<file path="src/rtl/score_display.sv">
// Score renderer: binary score -> BCD via sequential double-dabble, plus a registered glyph pixel
// for the on-screen score field. Optional leading-zero blanking: SCORE_DISPLAY_LEADING_ZERO_BLANK_EN.

module font_rom (
  input  logic [7:0]  addr,
  output logic [15:0] data
);
  // Seven-segment style 16x16 digits; segs = {a,b,c,d,e,f,g}, bit 15 is the leftmost column.
  localparam logic [15:0] H_BAR = 16'h1FF8;
  localparam logic [15:0] LEFT  = 16'h3000;
  localparam logic [15:0] RIGHT = 16'h000C;

  logic [6:0] segs;

  always_comb begin
    segs = 7'b0000000;
    case (addr[7:4])
      4'd0:    segs = 7'b1111110;
      4'd1:    segs = 7'b0110000;
      4'd2:    segs = 7'b1101101;
      4'd3:    segs = 7'b1111001;
      4'd4:    segs = 7'b0110011;
      4'd5:    segs = 7'b1011011;
      4'd6:    segs = 7'b1011111;
      4'd7:    segs = 7'b1110000;
      4'd8:    segs = 7'b1111111;
      4'd9:    segs = 7'b1111011;
      default: segs = 7'b0000000;
    endcase
  end

  always_comb begin
    data = 16'h0000;
    case (addr[3:0])
      4'd1, 4'd2:               data = segs[6] ? H_BAR : 16'h0000;
      4'd3, 4'd4, 4'd5, 4'd6:   data = (segs[1] ? LEFT : 16'h0000) | (segs[5] ? RIGHT : 16'h0000);
      4'd7, 4'd8:               data = segs[0] ? H_BAR : 16'h0000;
      4'd9, 4'd10, 4'd11, 4'd12: data = (segs[2] ? LEFT : 16'h0000) | (segs[4] ? RIGHT : 16'h0000);
      4'd13, 4'd14:             data = segs[3] ? H_BAR : 16'h0000;
      default:                  data = 16'h0000;
    endcase
  end
endmodule

module score_display #(
  parameter int NUM_DIGITS = 4,
  parameter int SCORE_W    = 14,
  parameter int X0         = 400,
  parameter int Y0         = 16
) (
  input  logic                    Clk,
  input  logic                    Reset,
  input  logic [SCORE_W-1:0]      score,
  input  logic                    score_load,
  input  logic [9:0]              DrawX,
  input  logic [9:0]              DrawY,
  output logic                    busy,
  output logic                    overflow,
  output logic [4*NUM_DIGITS-1:0] bcd_out,
  output logic                    pixel_on
);
  localparam int BCD_W  = 4 * NUM_DIGITS;
  localparam int WORK_W = 4 * (NUM_DIGITS + 1);
  localparam int CNT_W  = $clog2(SCORE_W + 1);
  localparam logic [31:0]      MAX_VAL   = 32'(10 ** NUM_DIGITS - 1);
  localparam logic [CNT_W-1:0] LAST_ITER = CNT_W'(SCORE_W - 1);

  // Handshake: score_load is a single-cycle strobe sampled on any clock edge; it always
  // (re)starts a conversion. busy is high from the edge after the load through the commit edge.
  typedef enum logic [1:0] {IDLE, SHIFT, COMMIT} state_t;

  state_t             state, state_next;
  logic [SCORE_W-1:0] work_bin, bin_next, shift_bin;
  logic [WORK_W-1:0]  work_bcd, bcd_next, shift_bcd, adj_bcd;
  logic [CNT_W-1:0]   iter_cnt, cnt_next;
  logic               ovf_pend, ovf_pend_next;
  logic [BCD_W-1:0]   out_next;
  logic               ovf_next;

  always_comb begin
    adj_bcd = work_bcd;
    for (int i = 0; i < NUM_DIGITS + 1; i++) begin
      if (work_bcd[4*i +: 4] >= 4'd5)
        adj_bcd[4*i +: 4] = work_bcd[4*i +: 4] + 4'd3;
    end
    {shift_bcd, shift_bin} = {adj_bcd, work_bin} << 1;
  end

  always_comb begin
    state_next    = state;
    bin_next      = work_bin;
    bcd_next      = work_bcd;
    cnt_next      = iter_cnt;
    ovf_pend_next = ovf_pend;
    out_next      = bcd_out;
    ovf_next      = overflow;
    if (score_load) begin
      bin_next      = score;
      bcd_next      = '0;
      cnt_next      = '0;
      ovf_pend_next = (32'(score) > MAX_VAL);
      state_next    = SHIFT;
    end else begin
      case (state)
        SHIFT: begin
          bin_next = shift_bin;
          bcd_next = shift_bcd;
          cnt_next = iter_cnt + CNT_W'(1);
          if (iter_cnt == LAST_ITER)
            state_next = COMMIT;
        end
        COMMIT: begin
          out_next   = ovf_pend ? {NUM_DIGITS{4'h9}} : work_bcd[BCD_W-1:0];
          ovf_next   = ovf_pend;
          state_next = IDLE;
        end
        default: ;
      endcase
    end
  end

  always_ff @(posedge Clk or posedge Reset) begin
    if (Reset) begin
      state    <= IDLE;
      work_bin <= '0;
      work_bcd <= '0;
      iter_cnt <= '0;
      ovf_pend <= 1'b0;
      bcd_out  <= '0;
      overflow <= 1'b0;
    end else begin
      state    <= state_next;
      work_bin <= bin_next;
      work_bcd <= bcd_next;
      iter_cnt <= cnt_next;
      ovf_pend <= ovf_pend_next;
      bcd_out  <= out_next;
      overflow <= ovf_next;
    end
  end

  assign busy = (state != IDLE);

  // Pixel path: field bounds in 11 bits so a field reaching past column 1023 does not wrap.
  localparam logic [10:0] X_LO  = 11'(X0);
  localparam logic [10:0] X_HI  = 11'(X0 + 16 * NUM_DIGITS);
  localparam logic [10:0] Y_LO  = 11'(Y0);
  localparam logic [10:0] Y_HI  = 11'(Y0 + 16);
  localparam logic [9:0]  X0_10 = 10'(X0);
  localparam logic [3:0]  Y0_LO = 4'(Y0);

  logic [10:0] x_ext, y_ext;
  logic        in_field;
  logic [9:0]  rel_x;
  logic [3:0]  rel_y_lo;
  logic [5:0]  idx;
  logic [3:0]  glyph;
  logic [15:0] font_data;
  logic        pixel_next;

  assign x_ext    = {1'b0, DrawX};
  assign y_ext    = {1'b0, DrawY};
  assign in_field = (x_ext >= X_LO) && (x_ext < X_HI) && (y_ext >= Y_LO) && (y_ext < Y_HI);
  assign rel_x    = DrawX - X0_10;
  assign rel_y_lo = DrawY[3:0] - Y0_LO;
  assign idx      = rel_x[9:4];

`ifdef SCORE_DISPLAY_LEADING_ZERO_BLANK_EN
  logic blank;
  logic lead;

  // lead stays set while this digit and every digit to its left are zero.
  always_comb begin
    glyph = 4'd0;
    blank = 1'b0;
    lead  = 1'b1;
    for (int d = 0; d < NUM_DIGITS; d++) begin
      lead = lead && (bcd_out[4*(NUM_DIGITS-1-d) +: 4] == 4'd0);
      if (idx == 6'(d)) begin
        glyph = bcd_out[4*(NUM_DIGITS-1-d) +: 4];
        blank = lead && (d < NUM_DIGITS - 1);
      end
    end
  end

  assign pixel_next = (in_field && !blank) ? font_data[~rel_x[3:0]] : 1'b0;
`else
  always_comb begin
    glyph = 4'd0;
    for (int d = 0; d < NUM_DIGITS; d++) begin
      if (idx == 6'(d))
        glyph = bcd_out[4*(NUM_DIGITS-1-d) +: 4];
    end
  end

  assign pixel_next = in_field ? font_data[~rel_x[3:0]] : 1'b0;
`endif

  font_rom u_font_rom (
    .addr ({glyph, rel_y_lo}),
    .data (font_data)
  );

  always_ff @(posedge Clk or posedge Reset) begin
    if (Reset)
      pixel_on <= 1'b0;
    else
      pixel_on <= pixel_next;
  end
endmodule

</file>
<file path="config.mk">
export PLATFORM = sky130hd
export DESIGN_NAME = score_display
export DESIGN_NICKNAME = d
export VERILOG_FILES = /design/src/rtl/score_display.sv
export SDC_FILE = /design/constraint.sdc
export NUM_CORES = 1
export LEC_CHECK = 0
export ABC_CLOCK_PERIOD_IN_PS = 2440
export BUFFER_PORTS_ARGS = -buffer_cell sky130_fd_sc_hd__buf_2
export CAP_MARGIN = 20
export CELL_PAD_IN_SITES_DETAIL_PLACEMENT = 1
export CELL_PAD_IN_SITES_GLOBAL_PLACEMENT = 1
export CORE_MARGIN = 2
export CORE_UTILIZATION = 44
export CTS_BUF_LIST = sky130_fd_sc_hd__clkbuf_2 sky130_fd_sc_hd__clkbuf_4 sky130_fd_sc_hd__clkbuf_8
export DETAILED_ROUTE_END_ITERATION = 7
export GPL_ROUTABILITY_DRIVEN = 0
export PLACE_DENSITY = 0.89
export SYNTH_ARGS = -nofsm -noshare
export SYNTH_HDL_FRONTEND = slang
export SYNTH_SLANG_ARGS = --single-unit
</file>
<file path="constraint.sdc">
create_clock -name Clk -period 2.44 [get_ports Clk]
set_input_delay 0.244 -clock Clk [delete_from_list [all_inputs] [get_ports Clk]]
set_output_delay 0.244 -clock Clk [all_outputs]
set_load 0.03 [all_outputs]
</file>
Word-level counts from Yosys, hierarchy flattened
Memory sizes are Yosys's and may differ from the RTL's.
Index checks and enable logic that the tools add are counted.
{"block": "op_classes", "addsub": 7, "order_cmp": 11, "eq_ne": 21, "muxes": 30, "n_bitwise": 4, "reduce_logical": 14}
{"cell": "case mux 16 bit (5 select lines)", "n": 1}
{"cell": "2-to-1 mux 14 bit", "n": 4}
{"cell": "2-to-1 mux 4 bit", "n": 12}
{"cell": "2-to-1 mux 20 bit", "n": 2}
{"cell": "2-to-1 mux 13 bit", "n": 3}
{"cell": "== test 4 bit, second input constant", "n": 8}
{"cell": "OR 16 bit", "n": 2}
{"cell": ">= comparator 4 x 3 -> 1 bit, second input constant", "n": 5}
{"cell": "adder 4 x 2 -> 4 bit, second input constant", "n": 4}
{"cell": "== test 4 x 3 -> 1 bit, second input constant", "n": 4}
{"cell": "2-to-1 mux 16 bit", "n": 1}
{"cell": "> comparator 14 bit, second input constant", "n": 1}
{"cell": "== test 6 x 2 -> 1 bit, second input constant", "n": 2}
{"cell": ">= comparator 10 x 5 -> 1 bit, second input constant", "n": 1}
{"cell": ">= comparator 10 x 9 -> 1 bit, second input constant", "n": 1}
{"cell": "< comparator 10 x 6 -> 1 bit, second input constant", "n": 1}
{"cell": "< comparator 10 x 9 -> 1 bit, second input constant", "n": 1}
{"cell": "subtractor 10 x 9 -> 10 bit, second input constant", "n": 1}
{"cell": "== test 4 x 2 -> 1 bit, second input constant", "n": 2}
{"cell": "OR reduction 4 bit", "n": 2}
{"cell": "== test 6 x 1 -> 1 bit, second input constant", "n": 1}
{"cell": "logical NOT 6 bit", "n": 1}
{"cell": "OR reduction 2 bit", "n": 3}
{"cell": "< comparator 4 x 5 -> 1 bit, second input constant", "n": 1}
{"cell": "other kinds (17)", "n": 23}
{"block": "totals", "regBits": 59, "romBits": 112, "in_bits": 37, "wordCells": 96, "n_memories": 1}
{"memory": "(name not given)", "depth": 16, "width": 7, "read_ports": 1, "rd_clocked_by_memory_dff": 0, "wr": 0, "line": "17", "rtl": "case (addr[7:4])"}

Logic depth before layout (Yosys ltp)
Gate-level depths: netlist of run 1.
An unclocked memory read counts as a cell.
{"block": "logic_depth", "ltp_word": 13, "ltp_mapped": 11}

Hierarchy
From an unflattened synthesis of run 1, not the netlist that was laid out.
{"block": "unflattened", "hier_cells": 378, "area_unflattened_um2": 3473.3}
{"module": "score_display", "instances": 1, "cells_per_inst": 310, "area_each_um2": 3021.6}
{"module": "font_rom", "instances": 1, "cells_per_inst": 68, "area_each_um2": 451.7}

Least setup slack after synthesis of run 1
OpenSTA, ideal clock, no wires.
{"block": "synth_path", "kind": "flip-flop to flip-flop", "startpoint": "register bcd_out[12]", "endpoint": "register pixel_on", "setup_time_ns": 0.126, "arrival_ns": 2.351, "t_required_ns": 2.314, "setup_slack_ns": -0.037, "path_stages_with_launch": 10, "path_cell_list": "dfrtp_1 -> nor4bb_1 -> a31oi_1 -> a21oi_1 -> inv_1 -> ha_1 -> nor4_1 -> a311oi_1 -> a211o_1 -> a221o_1"}
{"block": "synth_between", "elab_chain_len": 11}
{"item": "start, declared", "line": "59", "rtl": "output logic [4*NUM_DIGITS-1:0] bcd_out,"}
{"item": "start signal, assigned", "line": "137", "rtl": "bcd_out <= out_next;"}
{"item": "2-to-1 mux 4 bit (*) (4 in a row)", "line": "191", "rtl": "if (idx == 6'(d))"}
{"item": "memory read (16 x 7 bit) (*)"}
{"item": "2-to-1 mux 4 bit (tied with other cells)", "line": "38", "rtl": "4'd9, 4'd10, 4'd11, 4'd12: data = (segs[2] ? LEFT : 16'h0000) | (segs[4] ? RIGHT : 16'h0000);"}
{"item": "OR 16 bit, on equally long branches", "line": "38, 36"}
{"item": "case mux 16 bit (5 select lines) (*)", "line": "34", "rtl": "case (addr[3:0])"}
{"item": "binary-select mux 1 bit (select 4 bit) (*)", "line": "196", "rtl": "assign pixel_next = in_field ? font_data[~rel_x[3:0]] : 1'b0;"}
{"item": "2-to-1 mux 1 bit (not written as such) (*)", "line": "196"}
{"item": "2-to-1 mux 1 bit (*)", "line": "196"}
{"item": "net pixel_next", "line": "159", "rtl": "logic pixel_next;"}
{"item": "end signal, assigned", "line": "208", "rtl": "pixel_on <= pixel_next;"}
{"item": "end, declared", "line": "60", "rtl": "output logic pixel_on"}
The timed path passes the listed nets; every way through them passes the cells marked *. The select of a mux whose other input is x is not followed.
A chain may end at the register's enable or synchronous reset.

Worst setup path after layout of run 1
{"block": "layout_path", "startpoint": "register bcd_out[4]", "endpoint": "register pixel_on"}
{"block": "layout_between", "elab_chain_len": 9}
{"item": "2-to-1 mux 4 bit (*) (2 in a row)", "line": "191"}
{"item": "memory read (16 x 7 bit) (*)"}
{"item": "2-to-1 mux 4 bit (tied with other cells)", "line": "38"}
{"item": "OR 16 bit, on equally long branches", "line": "38, 36"}
{"item": "case mux 16 bit (5 select lines) (*)", "line": "34"}
{"item": "binary-select mux 1 bit (select 4 bit) (*)", "line": "196"}
{"item": "2-to-1 mux 1 bit (not written as such) (*)", "line": "196"}
{"item": "2-to-1 mux 1 bit (*)", "line": "196"}
{"item": "net pixel_next", "line": "159"}
Marked as above.

==> results.txt, run 1 <==
Run status - completed
EDFF count, synth - 0
Clk_lat worst skew - 0.31 ns
P per Cell Area - 476 nW/um2
Final setup violation count - 0
H-tree depth - 2
First-pass DRT Iterations - 4
Final slew viol count - 0
Part of the Yosys area used for sequential elements - 0.423
Setup skew after layout - 0.0115 ns
Startpoint types - flip-flop
I/O Buffers - 55
Hold Path Class - input pin to flip-flop
Core Region - 7210 um2
CTS root buf - clkbuf_8
Yosys warns - 0
Share of total power in the clock network - 0.350
Internal - 0.00136 W
Vias in the first global route - 3172
CP Class - flip-flop to flip-flop
Logic pwr share - 0.117
Hold Path Stages - 3
Initial antenna violation count - 0
VDD IR max - 0.284 mV
Post-synth top flop - dfrtp_1
Iteration-0 DRC Markers - 148
Leak pwr - 1.77 nW
# nets final - 470
Antenna Nets Post-Route - 0
Worst setup EP type - flip-flop
Die height - 90.0 um
Pre-CTS setup slack - -0.249 ns
Post-synth top area share - 0.423
Fin cells - 518
Final wirelength - 9250 um
Share of cells above drive strength 1 - 0.229
Clock slew at reported path FFs - 0.10 ns
Max Clock Freq - 0.421 GHz
Area grow syn2layout - 17.7%
Total power - 0.00183 W
Rows - 31
Chip Width - 90.0 um
Vias - 2859
CTS Buf Count - 5
Max-cap viol count - 0
GRT Util Overall - 0.236
Headroom to the max-slew limit - 0.575
Post-DP Area - 3640 um2
Cell with the most instances after synthesis - nand2_1
Worst EP required - 2.69 ns
Initial Utilization - 0.451
Final hold vios - 0
Fillers - 895
Crit path DAT - 2.62 ns
Reg power frac - 0.534
Top cells by area, synth - dfrtp_1 (42%), nand2_1 (7.8%), ha_1 (5.8%), mux2i_1 (4.9%), o21ai_0 (4.5%)
Netlist cell types - 55
Commonest cells post-synth - nand2_1 (68), dfrtp_1 (55), o21ai_0 (29)
Die ar. - 8100 um2
Synth Register Bits - 55
Synthesized netlist cell count - 368
Post-DP HPWL - 6630 um
Tcrit/Tclk final - 0.973
Drc violations - 0
Via density - 5.52
Net Count, Synth - 420
Worst R2R Path Depth - 9
Post-Syn Area - 3260 um2
DR WL/cell - 17.9 um
Switching share of total power - 0.254
Grt ovf - 0
Number of diodes - 0
Syn Area/Cell - 8.85 um2
Largest net degree at the start of global routing - 52
Ys async rst share - 1.00
Placed Instances - 508
Total I/O pin count - 56
Tmin final - 2.38 ns
Worst setup margin - 0.0647 ns
Worst Path Max Fanout - 3
Clock sink total - 55
Clk buf depth - 2
Final Instance Area - 3830 um2
Synth area leader - dfrtp_1
First-pass GRT wire length - 15500 um
Worst slew pin tran - 0.636 ns
TritonCTS clock tree - yes
NetSw - 0.000464 W
layout make-up:
| class | instances | area, um2 | share of cell area |
|---|---|---|---|
| well taps | 99 | 124 | 0.0323 |
| inverters | 14 | 52.6 | 0.0137 |
| clock buffers | 6 | 82.6 | 0.0215 |
| flip-flops and latches | 55 | 1380 | 0.359 |
| repair buffers | 66 | 398 | 0.104 |
| clock inverters | 2 | 35.0 | 0.00914 |
| multi-input cells | 276 | 1760 | 0.460 |
worst max-delay path, cell delays in order (launching register included):
cell and delay, ns:
dfrtp_1 0.44, mux2_2 0.29, nand2_1 0.10, a21oi_2 0.08, buf_4 0.15, ha_1 0.18
or3_2 0.50, a311oi_1 0.29, a211o_1 0.13, a221o_1 0.15
layer usage:
layer / wire length, um / track usage / vias to the layer above
met3: 253 / 0.0377 / 15
met1: 3820 / 0.272 / 1427
met2: 4990 / 0.435 / 51
li1: - / - / 1366
met4: 180 / 0.0923 / 0
met5: 0 / 0 / -
sequential cells by signal, indices dropped and copies added, names as in the netlist:
register,cells
work_bcd,16
iter_cnt,4
pixel_on,1
overflow,1
bcd_out,16
ovf_pend,1
state,2
work_bin,14
layout by cell type, fill, tap and decap left out, types with 2 or more instances in the layout:
cell type | netlist | layout
o21ai_1 | 6 | 7
a211oi_1 | 3 | 2
xor2_1 | 7 | 7
a311oi_1 | 3 | 3
a21oi_1 | 25 | 24
ha_1 | 15 | 14
nand3_1 | 10 | 10
buf_2 | 1 | 55
o31ai_1 | 4 | 4
nand2b_1 | 7 | 7
inv_1 | 13 | 11
a211oi_2 | 1 | 2
o21ai_0 | 29 | 28
o22ai_1 | 2 | 2
nor3_1 | 7 | 7
nand2_1 | 68 | 68
inv_2 | 0 | 2
nor4_2 | 2 | 3
clkbuf_8 | 0 | 6
buf_4 | 3 | 7
a31oi_1 | 6 | 5
buf_12 | 0 | 3
nand3b_1 | 3 | 3
nand4_1 | 2 | 2
nor2_1 | 21 | 21
nor3b_1 | 3 | 3
mux2_2 | 2 | 2
dfrtp_1 | 55 | 54
xnor2_1 | 7 | 7
mux2i_1 | 16 | 16
what timing repair did:
action	in CTS	in global routing
pin swaps	1	2
endpoints found under the setup margin	1	1
resized for setup	3	7
hold buffers	1	0
hold endpoints to repair	16	0
setup buffers	0	1
metrics by stage:
stage | util | hold WS [ns] | TNS, ns
after detailed placement | 0.505 | 0.344 | -0.249
after floorplan | - | 0.361 | 0
after CTS | 0.525 | 0.141 | 0
final | 0.531 | 0.136 | 0
after global routing | 0.531 | 0.160 | -0.0229
after global placement | 0.505 | 0.335 | 0
worst paths after layout:
| kind | slack (ns) | endpoint | startpoint |
|---|---|---|---|
| max | 0.06 | pixel_on$_DFF_PP0_ | bcd_out[4]$_DFFE_PP0P_ |
| max in group asynchronous | 1.33 | bcd_out[12]$_DFFE_PP0P_ | Reset |
| max reg2reg | 0.06 | pixel_on$_DFF_PP0_ | bcd_out[4]$_DFFE_PP0P_ |
| min reg2reg | 0.52 | bcd_out[14]$_DFFE_PP0P_ | bcd_out[14]$_DFFE_PP0P_ |
| min | 0.14 | work_bin[3]$_DFFE_PP0P_ | score[3] |
| min in group asynchronous | 0.54 | work_bin[7]$_DFFE_PP0P_ | Reset |
kinds of logic after synthesis:
group / count (synthesis) / synth area share
XOR/XNOR: 14 / 0.0377
adder cells (fa/ha/maj): 16 / 0.0607
AO/OA/AOI/OAI: 85 / 0.151
buffers and inverters: 37 / 0.0534
AND/OR/NAND/NOR: 143 / 0.218
flip-flops: 55 / 0.423
multiplexers: 18 / 0.0561
power groups by stage:
stage / Sequential, W / Combinational, W / Clock, W
floorplan: 0.000977 / 0.000141 / 0
global placement: 0.000987 / 0.000194 / 0
detailed placement: 0.000990 / 0.000206 / 0
CTS: 0.000973 / 0.000211 / 0.000642
global route: 0.000979 / 0.000240 / 0.000677
finish: 0.000974 / 0.000213 / 0.000639
Note: power is estimated with default switching activity, not from simulation.
==> run 2: changes to the inputs <==
==> config.mk (replaced) <==
export PLATFORM = sky130hd
export DESIGN_NAME = score_display
export DESIGN_NICKNAME = d
export VERILOG_FILES = /design/src/rtl/score_display.sv
export SDC_FILE = /design/constraint.sdc
export NUM_CORES = 1
export LEC_CHECK = 0
export ABC_CLOCK_PERIOD_IN_PS = 2870
export BUFFER_PORTS_ARGS = -buffer_cell sky130_fd_sc_hd__buf_2
export CAP_MARGIN = 20
export CELL_PAD_IN_SITES_DETAIL_PLACEMENT = 1
export CELL_PAD_IN_SITES_GLOBAL_PLACEMENT = 1
export CORE_MARGIN = 2
export CORE_UTILIZATION = 47
export CTS_BUF_LIST = sky130_fd_sc_hd__clkbuf_2 sky130_fd_sc_hd__clkbuf_4 sky130_fd_sc_hd__clkbuf_8
export DETAILED_ROUTE_END_ITERATION = 7
export GPL_ROUTABILITY_DRIVEN = 0
export PLACE_DENSITY = 0.94
export SYNTH_ARGS = -nofsm -noshare
export SYNTH_HDL_FRONTEND = slang
export SYNTH_SLANG_ARGS = --single-unit
==> constraint.sdc (replaced) <==
create_clock -name Clk -period 2.87 [get_ports Clk]
set_input_delay 0.287 -clock Clk [delete_from_list [all_inputs] [get_ports Clk]]
set_output_delay 0.287 -clock Clk [all_outputs]
set_load 0.03 [all_outputs]
==> run 2 against run 1 <==
Against the previous run:
- critical endpoint unchanged
- clock-buffer cell count down 1
- utilization up 0.99 points
- combinational power down 21%
- cell count down 5.0%
- first-iteration DRC count up 16%
- final area down 4.6%
- die area down 6.1%
- worst setup slack better by 0.12 ns
- non-clock buffer count down 6
- routed wire length down 4.2%
==> results.txt, run 2 (synthesis gave the netlist of run 1 again) <==
Run status - completed (unchanged)
Final setup violation count - 0 (unchanged)
Worst Path Max Fanout - 4 (was 3)
R2R Path End - pixel_on$_DFF_PP0_ (unchanged)
Die ar. - 7610 um2 (was 8100 um2)
Antenna Nets Post-Route - 0 (unchanged)
I/O Buffers - 55 (unchanged)
Worst R2R Path Depth - 9 (unchanged)
GRT Util Overall - 0.245 (was 0.236)
Min-Delay Startpoint - score[0] (was score[3])
Worst slew pin tran - 0.622 ns (was 0.636 ns)
RSZ-0062 raised after global routing - false
Largest net degree at the start of global routing - 52 (unchanged)
CTS root buf - clkbuf_8 (unchanged)
Clock sink total - 55 (unchanged)
Die height - 87.2 um (was 90.0 um)
Post-DP Area - 3540 um2 (was 3640 um2)
Register-to-register setup slack - 0.19 ns (was 0.06 ns)
H-tree depth - 2 (unchanged)
First-pass DRT Iterations - 4 (unchanged)
Headroom to the max-slew limit - 0.585 (was 0.575)
Hold Path Class - input pin to flip-flop (unchanged)
Startpoint types - flip-flop (unchanged)
CTS Buf Count - 5 (unchanged)
P per Cell Area - 413 nW/um2 (was 476 nW/um2)
Worst setup EP type - flip-flop (unchanged)
Critical Path End - pixel_on$_DFF_PP0_ (unchanged)
Clock slew at reported path FFs - 0.10 ns (about the same)
Leak pwr - 1.70 nW (was 1.77 nW)
Final slew viol count - 0 (unchanged)
Setup skew after layout - 0.00949 ns (was 0.0115 ns)
CP Class - flip-flop to flip-flop (unchanged)
Tcrit/Tclk final - 0.935 (was 0.973)
Area grow syn2layout - 12.3% (was 17.7%)
Worst EP required - 3.08 ns (was 2.69 ns)
Initial antenna violation count - 0 (unchanged)
Postcts setup bufs - 0 (unchanged)
# nets final - 464 (was 470)
Share of cells above drive strength 1 - 0.192 (was 0.229)
Grt ovf - 0 (unchanged)
Core Region - 6760 um2 (was 7210 um2)
Total I/O pin count - 56 (unchanged)
Via density - 5.85 (was 5.52)
Post-DP HPWL - 6470 um (was 6630 um)
Pre-CTS setup slack - -0.0260 ns (was -0.249 ns)
DR WL/cell - 18.0 um (was 17.9 um)
Crit path from - bcd_out[12]$_DFFE_PP0P_ (was bcd_out[4]$_DFFE_PP0P_)
Final wirelength - 8860 um (was 9250 um)
Tmin final - 2.68 ns (was 2.38 ns)
Clk_lat worst skew - 0.32 ns (was 0.31 ns)
Initial Utilization - 0.482 (was 0.451)
Max-cap viol count - 0 (unchanged)
TritonCTS clock tree - yes (unchanged)
Largest regs - bcd_out: 16 flops, work_bcd: 16 flops, work_bin: 14 flops (unchanged)
Rows - 30 (was 31)
Final Instance Area - 3660 um2 (was 3830 um2)
Vias in the first global route - 2992 (was 3172)
Commonest cells after routing, fill and taps aside - nand2_1 (68), dfrtp_1 (55), buf_2 (55) (was nand2_1 (68), buf_2 (55), dfrtp_1 (54))
Vias - 2876 (was 2859)
First-pass GRT wire length - 14400 um (was 15500 um)
Max Clock Freq - 0.373 GHz (was 0.421 GHz)
VDD IR max - 0.242 mV (was 0.284 mV)
CTS resizes - 0 (was 3)
Most common cell after layout, fill and taps aside - nand2_1 (unchanged)
Iteration-0 DRC Markers - 171 (was 148)
Number of diodes - 0 (unchanged)
Worst setup margin - 0.186 ns (was 0.0647 ns)
Chip Width - 87.2 um (was 90.0 um)
Clk buf depth - 2 (unchanged)
Crit path DAT - 2.90 ns (was 2.62 ns)
R2R Path Start - bcd_out[12]$_DFFE_PP0P_ (was bcd_out[4]$_DFFE_PP0P_)
Drc violations - 0 (unchanged)
Final hold vios - 0 (unchanged)
[run 2: report_power, final]
group	total, W	internal (W)	switching (W)
Clock	0.000517	0.000255	0.000261
Sequential	0.000826	0.000801	0.0000255
Combinational	0.000168	0.0000665	0.000102
Total	0.00151	0.00112	0.000389
[run 2: worst max-delay path, stage by stage (launching register included)]
cell and delay [ns]:
dfrtp_1 0.39, nor4bb_1 0.24, a31oi_1 0.08, a21oi_1 0.35, inv_1 0.15, ha_1 0.34
nor4_1 0.31, a311oi_1 0.08, a211o_1 0.31, a221o_1 0.32
[run 2: what timing repair did]
action,in CTS,in global routing
endpoints found under the hold margin,17,0
endpoints found under the setup margin,0,0
hold buffers,1,0
[run 2: metrics by stage]
stage,utilization,instances,TNS (ns),power [W],hold WS [ns]
2_1_floorplan,-,368,0,0.000950,0.404
3_3_place_gp,0.524,484,0,0.000996,0.280
3_5_place_dp,0.524,484,-0.0260,0.00101,0.292
4_1_cts,0.541,492,0,0.00152,0.163
5_1_grt,0.541,492,0,0.00158,0.180
6_report,0.541,492,0,0.00151,0.167
[run 2: final cells by class]
| type | count | area (um2) |
|---|---|---|
| fillers | 822 | 3100 |
| multi-input cells | 276 | 1710 |
| flip-flops and latches | 55 | 1380 |
| repair buffers | 60 | 315 |
| well taps | 80 | 100 |
| clock buffers | 5 | 68.8 |
| inverters | 14 | 52.6 |
| clock inverters | 2 | 37.5 |
[run 2: layer usage]
metal,routed length [um],vias up,global-route usage
met4,223,0,0.0979
met2,4610,59,0.443
met5,0,-,0
met3,260,17,0.0370
met1,3770,1443,0.290
li1,-,1357,-
[run 2: worst min path at each step]
stage,end,cells past startpoint
after floorplan,work_bin[2]$_DFFE_PP0P_,2
after global placement,iter_cnt[2]$_DFFE_PP0P_,2
after detailed placement,iter_cnt[0]$_DFFE_PP0P_,2
after CTS,work_bin[0]$_DFFE_PP0P_,3
after global routing,work_bin[0]$_DFFE_PP0P_,3
final,work_bin[0]$_DFFE_PP0P_,3
==> run 3: changes to the inputs <==
--- a/config.mk
+++ b/config.mk
@@ -11,11 +11,12 @@
 export CELL_PAD_IN_SITES_DETAIL_PLACEMENT = 1
 export CELL_PAD_IN_SITES_GLOBAL_PLACEMENT = 1
 export CORE_MARGIN = 2
-export CORE_UTILIZATION = 47
+export CORE_UTILIZATION = 48
 export CTS_BUF_LIST = sky130_fd_sc_hd__clkbuf_2 sky130_fd_sc_hd__clkbuf_4 sky130_fd_sc_hd__clkbuf_8
 export DETAILED_ROUTE_END_ITERATION = 7
 export GPL_ROUTABILITY_DRIVEN = 0
-export PLACE_DENSITY = 0.94
+export PLACE_DENSITY = 0.95
 export SYNTH_ARGS = -nofsm -noshare
 export SYNTH_HDL_FRONTEND = slang
+export SYNTH_HIERARCHICAL = 1
 export SYNTH_SLANG_ARGS = --single-unit
==> run 3 against run 2 <==
Against the previous run:
- critical path depth up 6
- the run now ends with hold timing, setup timing left
- global-route usage up 1.2 points
- critical path type unchanged
- non-clock buffer count up 33
- combinational power up 22%
- synthesized area up 6.7%
- critical endpoint unchanged
- largest cell class unchanged
- clock skew about the same
==> results.txt, run 3 <==
Run status - finished, violations left (was completed)
Failing checks - hold timing, setup timing
Pre-CTS setup slack - -0.537 ns (was -0.0260 ns)
Top cells by area, synth - dfrtp_1 (40%), o21ai_0 (6.1%), mux2i_1 (5.2%), ha_1 (5.0%), nand2_1 (5.0%) (was dfrtp_1 (42%), nand2_1 (7.8%), ha_1 (5.8%), mux2i_1 (4.9%), o21ai_0 (4.5%))
Vias - 3099 (was 2876)
Post-DP Area - 3920 um2 (was 3540 um2)
Critical-path cell list - mux2_2 -> a22oi_1 -> o21ai_0 -> and2_4 -> inv_1 -> ha_1 -> nand2b_4 -> a21oi_2 -> o21ai_1 -> a21oi_2 -> nor2_4 -> mux4_2 -> a2bb2oi_2 -> nand3_1 -> a21oi_2 (was nor4bb_1 -> a31oi_1 -> a21oi_1 -> inv_1 -> ha_1 -> nor4_1 -> a311oi_1 -> a211o_1 -> a221o_1)
Area grow syn2layout - 18.5% (was 12.3%)
Chip Width - 89.1 um (was 87.2 um)
Setup skew after layout - 0.00950 ns (was 0.00949 ns)
TritonCTS clock tree - yes (unchanged)
Worst R2R Path Depth - 15 (was 9)
First-pass GRT wire length - 15800 um (was 14400 um)
Clock sink total - 55 (unchanged)
EDFF count, synth - 0 (unchanged)
WP depth - 15 (was 9)
First-pass DRT Iterations - 4 (unchanged)
Critical Path End - pixel_on$_DFF_PP0_ (unchanged)
Most numerous cell on the critical path - a21oi_2
Largest regs - bcd_out: 16 flops, work_bcd: 16 flops, work_bin: 14 flops (unchanged)
Worst EP required - 3.07 ns (was 3.08 ns)
Clock slew at reported path FFs - 0.11 ns (was 0.10 ns)
Rows - 31 (was 30)
Post-synth top area share - 0.396 (was 0.423)
Clk_lat worst skew - 0.31 ns (was 0.32 ns)
Ys async rst share - 1.00 (unchanged)
Register-to-register setup slack - -0.41 ns (was 0.19 ns)
Post-Syn Area - 3470 um2 (was 3260 um2)
Crit path from - bcd_out[5]$_DFFE_PP0P_ (was bcd_out[12]$_DFFE_PP0P_)
CP peak stage delay - 0.48 ns (was 0.39 ns)
Initial Utilization - 0.487 (was 0.482)
P per Cell Area - 360 nW/um2 (was 413 nW/um2)
Drc violations - 0 (unchanged)
WHS - -0.0125 ns (was 0.167 ns)
Post-DP HPWL - 6860 um (was 6470 um)
DR WL/cell - 18.0 um (about the same)
Cell with the most instances after synthesis - dfrtp_1 (was nand2_1)
Iteration-0 DRC Markers - 154 (was 171)
Final hold vios - 21 (was 0)
Max-cap viol count - 0 (unchanged)
CP bufs+invs - 1 (unchanged)
Total I/O pin count - 56 (unchanged)
Headroom to the max-slew limit - 0.498 (was 0.585)
Part of the Yosys area used for sequential elements - 0.396 (was 0.423)
Startpoint types - flip-flop (unchanged)
Share of cells above drive strength 1 - 0.315 (was 0.192)
Syn Area/Cell - 9.19 um2 (was 8.85 um2)
Critical path's slowest cell - mux4_2 (was dfrtp_1)
CTS root buf - clkbuf_8 (unchanged)
Hold Path Class - input pin to async pin (was input pin to flip-flop)
Crit path DAT - 3.48 ns (was 2.90 ns)
CP Class - flip-flop to flip-flop (unchanged)
Die ar. - 7930 um2 (was 7610 um2)
Worst Path Max Fanout - 6 (was 4)
R2R Path Start - bcd_out[5]$_DFFE_PP0P_ (was bcd_out[12]$_DFFE_PP0P_)
H-tree depth - 2 (unchanged)
Placed Instances - 537 (was 484)
Synth Register Bits - 55 (unchanged)
Setup total negative slack - -0.410 ns (was 0 ns)
Synthesized netlist cell count - 378 (was 368)
Final wirelength - 9920 um (was 8860 um)
Grt ovf - 0 (unchanged)
CTS Buf Count - 5 (unchanged)
Final slew viol count - 0 (unchanged)
Clk buf depth - 2 (unchanged)
RSZ-0062 raised after global routing - true (was false)
Post-synth top flop - dfrtp_1 (unchanged)
Commonest cells post-synth - dfrtp_1 (55), nand2_1 (46), o21ai_0 (42) (was nand2_1 (68), dfrtp_1 (55), o21ai_0 (29))
Vias in the first global route - 3238 (was 2992)
Worst slew pin tran - 0.752 ns (was 0.622 ns)
Via density - 5.63 (was 5.85)
Final setup violation count - 1 (was 0)
GRT Util Overall - 0.257 (was 0.245)
Family with the most delay on the worst path - compound AO/OA/AOI/OAI gates (unchanged)
Synth area leader - dfrtp_1 (unchanged)
Most common cell after layout, fill and taps aside - buf_2 (was nand2_1)
# nets final - 501 (was 464)
VDD IR max - 0.231 mV (was 0.242 mV)
Final Instance Area - 4120 um2 (was 3660 um2)
I/O Buffers - 55 (unchanged)
Die height - 89.1 um (was 87.2 um)
Antenna Nets Post-Route - 0 (unchanged)
R2R Path End - pixel_on$_DFF_PP0_ (unchanged)
Largest net degree at the start of global routing - 34 (was 52)
Commonest cells after routing, fill and taps aside - buf_2 (55), dfrtp_1 (51), nand2_1 (46) (was nand2_1 (68), dfrtp_1 (55), buf_2 (55))
Worst setup EP type - flip-flop (unchanged)
Core Region - 7140 um2 (was 6760 um2)
Initial antenna violation count - 0 (unchanged)
Netlist cell types - 56 (was 55)
Max Clock Freq - 0.305 GHz (was 0.373 GHz)
Tcrit/Tclk final - 1.14 (was 0.935)
Leak pwr - 1.96 nW (was 1.70 nW)
Yosys warns - 6 (was 0)
Tmin final - 3.28 ns (was 2.68 ns)
Worst setup margin - -0.410 ns (was 0.186 ns)
Fin cells - 550 (was 492)
Number of diodes - 0 (unchanged)
[run 3: cell types whose count changed after synthesis, sizes merged, moves of 6 or more]
cell	previous run	this run
o21ai	35	44
mux2	2	8
buf	9	23
nand2	68	48
clkbuf	14	8
nand3	10	19
a21oi	25	19
nor3	7	1
[run 3: area by class of cell]
type                       instances  area, um2
fill                             871       3020
multi-input combinational        282       1910
sequential                        55       1380
timing repair buffer              93        561
tap                               99        124
clock buffer                       6       76.3
inverter                          13       51.3
clock inverter                     2       16.3
[run 3: worst reg2reg max path, cell delays in order (launching register included)]
cell and delay [ns]:
dfrtp_2 0.42, mux2_2 0.28, a22oi_1 0.16, o21ai_0 0.13, and2_4 0.20, inv_1 0.11
ha_1 0.28, nand2b_4 0.16, a21oi_2 0.14, o21ai_1 0.10, a21oi_2 0.27, nor2_4 0.09
mux4_2 0.48, a2bb2oi_2 0.15, nand3_1 0.13, a21oi_2 0.07
[run 3: through the flow]
stage	total power, W	hold WS, ns	utilization
final	0.00148	-0.0125	0.577
after global placement	0.00102	0.340	0.550
after floorplan	0.000972	0.408	-
after global routing	0.00155	0.0130	0.577
after CTS	0.00149	0.00264	0.570
after detailed placement	0.00104	0.351	0.550
[run 3: how the worst min path moves through the flow]
stage	from	end	slack [ns]	cells past startpoint
detailed placement	Reset	state[1]$_DFFE_PP0P_	0.35	2
global route	Reset	overflow$_DFFE_PP0P_	0.01	2
floorplan	score[0]	work_bin[0]$_DFFE_PP0P_	0.41	2
global placement	Reset	state[0]$_DFFE_PP0P_	0.34	2
CTS	Reset	overflow$_DFFE_PP0P_	0.003	2
finish	Reset	overflow$_DFFE_PP0P_	-0.01	2
[run 3: metal layers]
metal	GRT usage	share of wire	vias up
met5	0	0	-
met4	0.0936	0.029	0
met3	0.0342	0.038	23
met2	0.461	0.52	90
met1	0.316	0.41	1533
li1	-	-	1453
[run 3: timing repair]
action / 4_1_cts / 5_1_grt
buffers inserted: 3 / 2
hold buffers: 0 / 0
pin swaps: 7 / 9
setup endpoints to repair: 1 / 1
gates resized for setup: 10 / 10
[run 3: power by group]
group          leakage (nW)  total (W)  internal [W]  switching (W)
clock network        0.0452   0.000453      0.000186       0.000267
registers             0.727   0.000825      0.000801      0.0000245
logic                  1.18   0.000205     0.0000871       0.000118
total                  1.96    0.00148       0.00107       0.000410
[run 3: logic make-up after synthesis]
group | after synthesis | synth area share
and+or+nand+nor | 135 | 0.199
AOI/OAI and AO/OA | 88 | 0.154
DFF | 55 | 0.396
buffers and inverters | 44 | 0.0753
muxes | 28 | 0.0908
adders and majority gates | 15 | 0.0533
xor gates and xnor gates | 12 | 0.0303
other | 1 | 0.00108
